### config.mk
export PLATFORM = sky130hd
export DESIGN_NAME = rtp_ray_dispatch
export DESIGN_NICKNAME = d
export VERILOG_FILES = /design/src/rtl/rtp_ctrl_pkg.sv /design/src/rtl/rr_arb2.sv /design/src/rtl/rtp_ray_dispatch.sv
export SDC_FILE = /design/constraint.sdc
export NUM_CORES = 1
export LEC_CHECK = 0
export ABC_AREA = 1
export CAP_MARGIN = 20
export CORE_AREA = 8 8 257 160
export DETAILED_ROUTE_END_ITERATION = 10
export DIE_AREA = 0 0 265 168
export PLACE_DENSITY = 0.51
export REMOVE_ABC_BUFFERS = 1
export SYNTH_ARGS = -nofsm -noshare
export SYNTH_HDL_FRONTEND = slang
export SYNTH_HIERARCHICAL = 1
export SYNTH_SLANG_ARGS = --single-unit
### constraint.sdc
create_clock -name clock -period 3.6 [get_ports clock]
set_clock_uncertainty 0.2 [all_clocks]
set_input_delay 0.36 -clock clock [delete_from_list [all_inputs] [get_ports clock]]
set_output_delay 0.36 -clock clock [all_outputs]
set_load 0.05 [all_outputs]
### src/rtl/rtp_ctrl_pkg.sv
// rtp_ctrl_pkg
//   Shared definitions for the ray-dispatch control slice: the dispatcher FSM
//   state encoding, the number of traversal lanes, the cycle-counter width
//   and a small popcount helper for the per-lane completion pulses.
package rtp_ctrl_pkg;

    localparam int RTP_LANES = 2;
    localparam int RTP_CYC_W = 64;

    typedef enum logic [1:0] {
        IDLE = 2'd0,
        RUN  = 2'd1,
        DONE = 2'd2
    } dispatch_state_t;

    // Number of lanes reporting a completion this cycle (0, 1 or 2).
    function automatic logic [1:0] popcount2(input logic [RTP_LANES-1:0] v);
        return {1'b0, v[0]} + {1'b0, v[1]};
    endfunction

endpackage

### src/rtl/rr_arb2.sv
// rr_arb2
//   Two-requester round-robin arbiter. The grant is combinational from the
//   request vector and the last-granted lane; the last-granted lane only
//   moves when the caller reports that the grant was actually used.
//
//   Ports:
//     clock      in  1  rising-edge clock
//     reset_n    in  1  asynchronous active-low reset
//     req        in  2  per-lane request
//     advance    in  1  grant consumed this cycle; record it as last
//     grant_idx  out 1  granted lane (0 when nothing requests)
//     any        out 1  at least one lane requests
module rr_arb2
    import rtp_ctrl_pkg::*;
(
    input  logic                 clock,
    input  logic                 reset_n,
    input  logic [RTP_LANES-1:0] req,
    input  logic                 advance,
    output logic                 grant_idx,
    output logic                 any
);

    logic rr_last_q;
    logic rr_last_d;

    always_comb begin
        any       = |req;
        grant_idx = 1'b0;
        case (req)
            2'b10:   grant_idx = 1'b1;
            // Tie: the lane that did not win last time gets it.
            2'b11:   grant_idx = ~rr_last_q;
            default: grant_idx = 1'b0;
        endcase

        rr_last_d = rr_last_q;
        if (advance && any) begin
            rr_last_d = grant_idx;
        end
    end

    // Resetting to lane 1 makes lane 0 win the very first tie.
    always_ff @(posedge clock or negedge reset_n) begin
        if (!reset_n) begin
            rr_last_q <= 1'b1;
        end else begin
            rr_last_q <= rr_last_d;
        end
    end

endmodule

### src/rtl/rtp_ray_dispatch.sv
// rtp_ray_dispatch
//   Frame-level scheduler for the ray-traversal pipeline. A start pulse
//   latches the ray count and enters RUN; ray IDs 0..N-1 are handed to two
//   traversal lanes (round-robin on ready) under an in-flight credit limit.
//   Per-lane completions are counted; once every ray has retired the block
//   sits in DONE with io_rtp_finish high until the next start.
//
//   Ports:
//     clock             in  1          rising-edge clock
//     reset_n           in  1          asynchronous active-low reset
//     io_start          in  1          frame start pulse (ignored in RUN)
//     io_num_rays       in  ID_W       ray count, latched on accepted start
//     io_issue_valid    out 1          a ray ID is offered
//     io_issue_ray_id   out ID_W       offered ray ID
//     io_issue_ready    in  2          per-lane ready
//     io_issue_lane     out 1          lane granted (0 while not valid)
//     io_done_valid     in  2          per-lane completion pulse
//     io_busy           out 1          state is RUN
//     io_rtp_finish     out 1          state is DONE
//     io_inflight       out IF_W       rays issued and not yet completed
//     io_counter_cycles out 64         RUN cycles of current / last frame
//     io_err            out 1          sticky completion-underflow flag
//     io_dbg_state      out 2          FSM state, for debug and checkers
module rtp_ray_dispatch
    import rtp_ctrl_pkg::*;
#(
    parameter  int MAX_INFLIGHT = 16,
    parameter  int ID_W         = 32,
    localparam int IF_W         = $clog2(MAX_INFLIGHT + 1)
) (
    input  logic                 clock,
    input  logic                 reset_n,
    input  logic                 io_start,
    input  logic [ID_W-1:0]      io_num_rays,
    output logic                 io_issue_valid,
    output logic [ID_W-1:0]      io_issue_ray_id,
    input  logic [RTP_LANES-1:0] io_issue_ready,
    output logic                 io_issue_lane,
    input  logic [RTP_LANES-1:0] io_done_valid,
    output logic                 io_busy,
    output logic                 io_rtp_finish,
    output logic [IF_W-1:0]      io_inflight,
    output logic [RTP_CYC_W-1:0] io_counter_cycles,
    output logic                 io_err,
    output logic [1:0]           io_dbg_state
);

    localparam int              AW     = IF_W + 1;
    localparam int              DW     = ID_W + 1;
    localparam logic [IF_W-1:0] MAX_IF = IF_W'(MAX_INFLIGHT);

    dispatch_state_t      state_q, state_d;
    logic [ID_W-1:0]      num_rays_q, num_rays_d;
    logic [ID_W-1:0]      next_id_q, next_id_d;
    // One bit wider than the ray count: two completions in the last cycle
    // may carry the total one past num_rays.
    logic [DW-1:0]        done_cnt_q, done_cnt_d;
    logic [IF_W-1:0]      inflight_q, inflight_d;
    logic [RTP_CYC_W-1:0] cycles_q, cycles_d;
    logic                 err_q, err_d;

    logic                 issue_valid;
    logic                 any_ready;
    logic                 grant;
    logic                 fire;
    logic [1:0]           n_done;
    logic [AW-1:0]        avail;
    logic [DW-1:0]        done_sum;

    // Issue handshake: valid/ray_id are offered purely from internal state
    // (never from ready); the ID is consumed at the rising edge where valid
    // and at least one lane's ready are both high, going to io_issue_lane.
    // The next ID is offered from the following cycle.
    assign issue_valid = (state_q == RUN) && (next_id_q < num_rays_q) &&
                         (inflight_q < MAX_IF);
    assign fire        = issue_valid & any_ready;
    assign n_done      = popcount2(io_done_valid);

    rr_arb2 u_arb (
        .clock     (clock),
        .reset_n   (reset_n),
        .req       (io_issue_ready),
        .advance   (fire),
        .grant_idx (grant),
        .any       (any_ready)
    );

    always_comb begin
        state_d    = state_q;
        num_rays_d = num_rays_q;
        next_id_d  = next_id_q;
        done_cnt_d = done_cnt_q;
        inflight_d = inflight_q;
        cycles_d   = cycles_q;
        err_d      = err_q;
        avail      = AW'(inflight_q) + AW'(fire);
        done_sum   = done_cnt_q + DW'(n_done);

        unique case (state_q)
            IDLE, DONE: begin
                if (io_start) begin
                    state_d    = RUN;
                    num_rays_d = io_num_rays;
                    next_id_d  = '0;
                    done_cnt_d = '0;
                    inflight_d = '0;
                    cycles_d   = '0;
                    err_d      = 1'b0;
                end
            end
            RUN: begin
                cycles_d = cycles_q + RTP_CYC_W'(1);
                if (fire) begin
                    next_id_d = next_id_q + ID_W'(1);
                end
                // More completions than could possibly be outstanding:
                // flag it and clamp the credit count instead of wrapping.
                if (AW'(n_done) > avail) begin
                    err_d      = 1'b1;
                    inflight_d = '0;
                end else begin
                    inflight_d = IF_W'(avail - AW'(n_done));
                end
                done_cnt_d = done_sum;
                // Uses the post-update count, so a zero-ray frame leaves
                // after its first RUN cycle.
                if (done_sum >= {1'b0, num_rays_q}) begin
                    state_d = DONE;
                end
            end
            default: state_d = IDLE;
        endcase
    end

    always_ff @(posedge clock or negedge reset_n) begin
        if (!reset_n) begin
            state_q    <= IDLE;
            num_rays_q <= '0;
            next_id_q  <= '0;
            done_cnt_q <= '0;
            inflight_q <= '0;
            cycles_q   <= '0;
            err_q      <= 1'b0;
        end else begin
            state_q    <= state_d;
            num_rays_q <= num_rays_d;
            next_id_q  <= next_id_d;
            done_cnt_q <= done_cnt_d;
            inflight_q <= inflight_d;
            cycles_q   <= cycles_d;
            err_q      <= err_d;
        end
    end

    assign io_issue_valid    = issue_valid;
    assign io_issue_ray_id   = next_id_q;
    // Lane is forced to 0 while nothing is offered so it is quiet in reset.
    assign io_issue_lane     = issue_valid & grant;
    assign io_busy           = (state_q == RUN);
    assign io_rtp_finish     = (state_q == DONE);
    assign io_inflight       = inflight_q;
    assign io_counter_cycles = cycles_q;
    assign io_err            = err_q;
    assign io_dbg_state      = state_q;

endmodule

# Yosys cells after proc, flatten, opt, wreduce, memory -nomap -nowiden
# Cells that the tools add are included.
# classes
bitwise_logic	3
n_eq_ne	8
reduce_logical	12
n_lt_le_gt_ge	4
addsub	6
n_mux	17
# ops
operator	count
$pmux 64 s2	1
$pmux 33 s2	1
$add 64x1->64 const B	1
$mux 32	2
$mux 64	1
$pmux 32 s2	1
$add 33x2->33	1
$ge 33x32->1	1
$mux 33	1
$add 32x1->32 const B	1
$lt 32x32->1	1
$mux 5	2
$pmux 5 s2	1
$add 5x1->6	1
$eq 2x2->1 const B	3
$gt 2x6->1	1
$ne 2x1->1 const B	3
$reduce_and 2->1	3
$reduce_and 3->1	2
$lt 5x5->1 const B	1
$sub 5x2->5	1
$mux 2	2
$pmux 1 s2	2
$pmux 2 s2	1
10 further kinds	15
# word_totals
output_inout_bits	108
wordCells	58
reg_bits	170

# Longest topological paths before layout
# depth
depth_word	8
ltp_mapped	30
ltp_nobuf	30

# By module
# The synthesis kept the hierarchy.
# by_module_without_submodules
module	instances	area_per_inst_um2	cells_per_inst	seq_area_each_um2
rtp_ray_dispatch	1	10924.2	1450	4229.1
rr_arb2	1	61.3	8	26.3

# Worst setup path before layout
# Ideal clock, no wire load.
# synth_path
path_kind	reg-to-reg
from	register next_id_q[23] (netlist: io_issue_ray_id[23])
to	register inflight_q[3] (netlist: io_inflight[3])
path_stages_with_launch	22
slack_ns	-0.580
arrival_time_ns	3.862
path_buffers	0
setup_time_ns	0.118
path_cell_list	dfrtp_1 > ha_1 > a21o_1 > inv_1 > o21a_1 > nand2_1 > a21oi_1 > nand3_1 > nor2_1 > nand2_1 > nor2_1 > ha_1 > ha_1 > inv_1 > nor2_1 > nor2_1 > nor4_1 > nand2_1 > nand2_1 > inv_1 > nand2_1 > nand2_1
# synth_between
elab_chain_len	8
# synth_lines
item	line_no	text
start: declaration	rtp_ray_dispatch.sv:54	logic [ID_W-1:0] next_id_q, next_id_d;
start signal: assignment	rtp_ray_dispatch.sv:147	next_id_q <= next_id_d;
$lt 32x32->1 *	rtp_ray_dispatch.sv:74	assign issue_valid = (state_q == RUN) && (next_id_q < num_rays_q) &&
$logic_and 1x1->1 * (2 in series)	rtp_ray_dispatch.sv:74	
net io_issue_valid	rtp_ray_dispatch.sv:35	output logic io_issue_valid,
$and 1x1->1 *	rtp_ray_dispatch.sv:76	assign fire = issue_valid & any_ready;
$add 5x1->6 *	rtp_ray_dispatch.sv:96	avail = AW'(inflight_q) + AW'(fire);
$sub 5x2->5 / $gt 2x6->1 (equally long branches)	rtp_ray_dispatch.sv:122, rtp_ray_dispatch.sv:118	
$mux 5 *	rtp_ray_dispatch.sv:118	if (AW'(n_done) > avail) begin
$pmux 5 s2 *	rtp_ray_dispatch.sv:99	unique case (state_q)
end signal: assignment	rtp_ray_dispatch.sv:149	inflight_q <= inflight_d;
end: declaration	rtp_ray_dispatch.sv:58	logic [IF_W-1:0] inflight_q, inflight_d;
# The timed path passes the listed nets; every way through them passes the cells marked *.
# A chain may end at the register's enable or synchronous reset.

# Final worst setup path
# layout_path
from	register done_cnt_q[1]
to	register state_q[0] (netlist: io_dbg_state[0])
# layout_between
elab_chain_len	4
# layout_lines
item	line_no	text
start: declaration	rtp_ray_dispatch.sv:57	logic [DW-1:0] done_cnt_q, done_cnt_d;
start signal: assignment	rtp_ray_dispatch.sv:148	done_cnt_q <= done_cnt_d;
$add 33x2->33	rtp_ray_dispatch.sv:97	done_sum = done_cnt_q + DW'(n_done);
$ge 33x32->1	rtp_ray_dispatch.sv:127	if (done_sum >= {1'b0, num_rays_q}) begin
$ne 2x1->1 (no line)	--	
$reduce_and 2->1 (no line)	--	
end signal: assignment	rtp_ray_dispatch.sv:145	state_q <= state_d;
end: declaration	rtp_ray_dispatch.sv:52	dispatch_state_t state_q, state_d;
# No other way between the ends.

==> impl_metrics.env <==
export IMPL_powerDensity_mw_per_mm2=530
export IMPL_yosysMostFrequentCell="nand2_1"
export IMPL_layout_drive_gt1_share=0.171
export IMPL_synth_cell_types=47
export IMPL_die_y_um=168
export IMPL_relSlewSlack=0.385
export IMPL_post_synth_cell_area_avg_sq_um=7.53
export IMPL_fp_row_count=55
export IMPL_htree_levels=4
export IMPL_finalSetupTns_ns=-0.464
export IMPL_status="finished with violations"
export IMPL_fill_cells=3818
export IMPL_ir_drop_mv=0.352
export IMPL_route_detailed_drc=0
export IMPL_worstReg2RegStart="done_cnt_q[1]$_DFFE_PN0P_"
export IMPL_fin_cells=2238
export IMPL_syn_inst=1458
export IMPL_grt_max_degree=69
export IMPL_arrival_ns=3.97
export IMPL_design_area_sq_mm=0.0153
export IMPL_area_delta_synth_final_pct=39.6
export IMPL_io_pins=147
export IMPL_grt_pass1_vias=10400
export IMPL_clock_latency_ns=0.46
export IMPL_synth_top_family_by_area="simple AND/OR/NAND/NOR gates"
export IMPL_violations="setup timing"
export IMPL_finalNetCount=1854
export IMPL_first_pass_iters=5
export IMPL_yosysTopAreaCell="dfrtp_1"
export IMPL_tightestPinTransition_ns=0.913
export IMPL_cts_root_buf="clkbuf_16"
export IMPL_setup_viol=2
export IMPL_worstPathMaxFanout=3
export IMPL_dp_cells=2180
export IMPL_end_kind="register"
export IMPL_finalHoldViolCount=0
export IMPL_seq_area_frac_synth=0.387
export IMPL_ys_seq_elements=170
export IMPL_wl_um=39100
export IMPL_rsz0062_at_grt="true"
export IMPL_via_per_inst=4.84
export IMPL_globalplace_congestion=0.916
export IMPL_synth_common_cells="nand2_1 (331), inv_1 (223), dfrtp_1 (169)"
export IMPL_period_needed_ns=3.84
export IMPL_grtUsageTotal=0.170
export IMPL_cp_start_kind="register"
export IMPL_port_buffers=146
export IMPL_max_cap_viol_count=0
export IMPL_maxSlewViolCount=0
export IMPL_path_class="register to register"
export IMPL_start_util=0.296
export IMPL_synth_simple_area_share=0.276
export IMPL_drtAntennaViolNets=0
export IMPL_grt_pass1_wl_um=60100
export IMPL_antenna_found_initial=0
export IMPL_vias=10800
export IMPL_yosys_area_top_type_share=0.385
export IMPL_hpwl_um=29500
export IMPL_fp_coreArea_sq_mm=0.0372
export IMPL_wire_per_inst_um=17.5
export IMPL_yosysWarningCount=6
export IMPL_die_area_sq_mm=0.0445
export IMPL_fmax_mhz=261
export IMPL_synth_adder_area_share=0.0868
export IMPL_clk_path_buf_depth=2
export IMPL_synth_compound_area_frac=0.111
export IMPL_synthesis_area_sq_mm=0.0110
export IMPL_cts_tree="yes"
export IMPL_drt_iter0_drc=811
export IMPL_synthArstFlopShare=1.00
export IMPL_p_leak_uw=0.00689
export IMPL_muxShareOfSynthArea=0.0182
export IMPL_placed_area_sq_mm=0.0139
export IMPL_grt_ovfl_total=0
export IMPL_die_w_um=265
export IMPL_required_ns=3.73
export IMPL_cts_buffers_inserted=17
export IMPL_setup_ws_ns=-0.236
export IMPL_synth_edf_count=0
export IMPL_synth_xor_area_frac=0.0319
export IMPL_reg2reg_setup_slack_ns=-0.24
export IMPL_synth_area_leaders="dfrtp_1 (38%), nand2_1 (11%), ha_1 (8.3%), inv_1 (7.6%), o21ai_0 (4.5%)"
export IMPL_cp_startpoint="done_cnt_q[1]$_DFFE_PN0P_"
export IMPL_period_share=1.07
export IMPL_min_path_type="input pin to asynchronous set/reset pin"
export IMPL_clk_pin_slew_worst_paths_ns=0.07
export IMPL_pre_cts_ws_ns=-1.40
export IMPL_synthFlopType="dfrtp_1"
export IMPL_fin_hold_ws_ns=0.279
export IMPL_cts_sinks=170
[routing by layer]
| layer | part of all wire | vias to the layer above | GRT usage | routed length, um |
|---|---|---|---|---|
| met5 | 0 | - | 0 | 0 |
| met4 | 0.0092 | 0 | 0.0336 | 361 |
| met3 | 0.061 | 27 | 0.0409 | 2390 |
| met2 | 0.40 | 245 | 0.231 | 15700 |
| met1 | 0.53 | 5141 | 0.266 | 20600 |
| li1 | - | 5409 | - | - |
[report_power, final]
| part | total (uW) | switching (uW) | internal, uW |
|---|---|---|---|
| clock network | 2000 | 851 | 1150 |
| registers | 2360 | 172 | 2180 |
| logic | 3770 | 2390 | 1390 |
| total | 8130 | 3410 | 4720 |
[registers in the layout, indices dropped and copies added (netlist names)]
signal             flops
io_counter_cycles     64
io_inflight            5
num_rays_q            32
io_err                 1
io_dbg_state           2
done_cnt_q            33
u_arb/rr_last_q        1
io_issue_ray_id       32
[metrics by stage]
stage	util	power (uW)
finish	0.413	8130
global route	0.413	8680
CTS	0.400	7950
detailed placement	0.375	5770
global placement	0.375	5720
floorplan	-	4140
[cell usage in the layout, fill, tap and decap left out, types with 4 or more instances in the layout]
| master | synthesis | layout |
|---|---|---|
| nor4_1 | 28 | 25 |
| ha_1 | 73 | 56 |
| buf_12 | 0 | 4 |
| o21ai_0 | 98 | 93 |
| inv_1 | 223 | 214 |
| o22ai_1 | 16 | 16 |
| a21oi_1 | 72 | 64 |
| nand2_4 | 1 | 4 |
| xor2_1 | 35 | 31 |
| nand3_1 | 52 | 42 |
| dfrtp_1 | 169 | 169 |
| xnor2_1 | 5 | 5 |
| o21ai_1 | 4 | 8 |
| nor3_1 | 56 | 49 |
| buf_4 | 0 | 143 |
| ha_4 | 0 | 17 |
| nand2_1 | 331 | 319 |
| a22oi_1 | 5 | 5 |
| nor2_2 | 7 | 9 |
| o31ai_1 | 12 | 12 |
| nor3_2 | 6 | 9 |
| nand4_1 | 54 | 54 |
| clkbuf_16 | 0 | 17 |
| nor2_4 | 4 | 12 |
| nand2_2 | 4 | 13 |
| clkdlybuf4s50_1 | 0 | 141 |
| nor2_1 | 115 | 105 |
| a21oi_2 | 0 | 5 |
| nand3_2 | 3 | 10 |
| nor3b_1 | 4 | 4 |
| nor3_4 | 0 | 4 |
| buf_6 | 0 | 5 |
| inv_2 | 0 | 9 |
| mux2i_1 | 20 | 20 |
[timing repair]
action | 4_1_cts | 5_1_grt
hold endpoints to repair | 60 | 0
buffers inserted | 10 | 15
gates resized for setup | 51 | 70
pin swaps | 36 | 71
endpoints found under the setup margin | 8 | 8
hold buffers | 1 | 0
[critical path, cell delays in order (launching register included)]
cell and delay, ns:
dfrtp_1 0.40, buf_6 0.13, ha_4 0.27, a21oi_4 0.06, nor2_4 0.14, nand3_4 0.11, nor2_4 0.16, nand3_4 0.10
nor2_4 0.12, nand3_2 0.09, nor3_2 0.22, nand3_1 0.15, nor2_1 0.12, nand2_1 0.05, nand2_1 0.09, inv_2 0.06
ha_4 0.26, nand4_1 0.14, nor3_2 0.17, inv_1 0.08, o21ai_2 0.19, nand2_1 0.07, nand2_1 0.06, nand2_1 0.05
nand2_1 0.06, nand2_2 0.05, nand3_2 0.06, nand2_1 0.06
[layout make-up]
class | count | area (sq um) | area share
diodes | 1 | 2.50 | 0.000163
inverters | 225 | 845 | 0.0551
flip-flops and latches | 170 | 4260 | 0.277
clock inverters | 10 | 140 | 0.00914
well taps | 484 | 606 | 0.0395
repair buffers | 296 | 2650 | 0.173
clock buffers | 22 | 474 | 0.0309
multi-input cells | 1030 | 6370 | 0.415
[final timing paths]
path | cells past startpoint | end
min reg2reg | 1 | io_counter_cycles[63]$_DFFE_PN0P_
max | 27 | io_dbg_state[0]$_DFFE_PN0P_
min | 2 | io_issue_ray_id[31]$_DFFE_PN0P_
max reg2reg | 27 | io_dbg_state[0]$_DFFE_PN0P_
max in group asynchronous | 3 | io_counter_cycles[49]$_DFFE_PN0P_
min in group clock | 1 | io_counter_cycles[63]$_DFFE_PN0P_
[kinds of logic after synthesis]
| logic type | after synthesis |
|---|---|
| muxes | 20 |
| adders and majority gates | 75 |
| xor gates and xnor gates | 40 |
| DFF | 170 |
| and+or+nand+nor | 673 |
| buffers and inverters | 258 |
| AOI/OAI and AO/OA | 222 |
(Power assumes the default switching activity.)
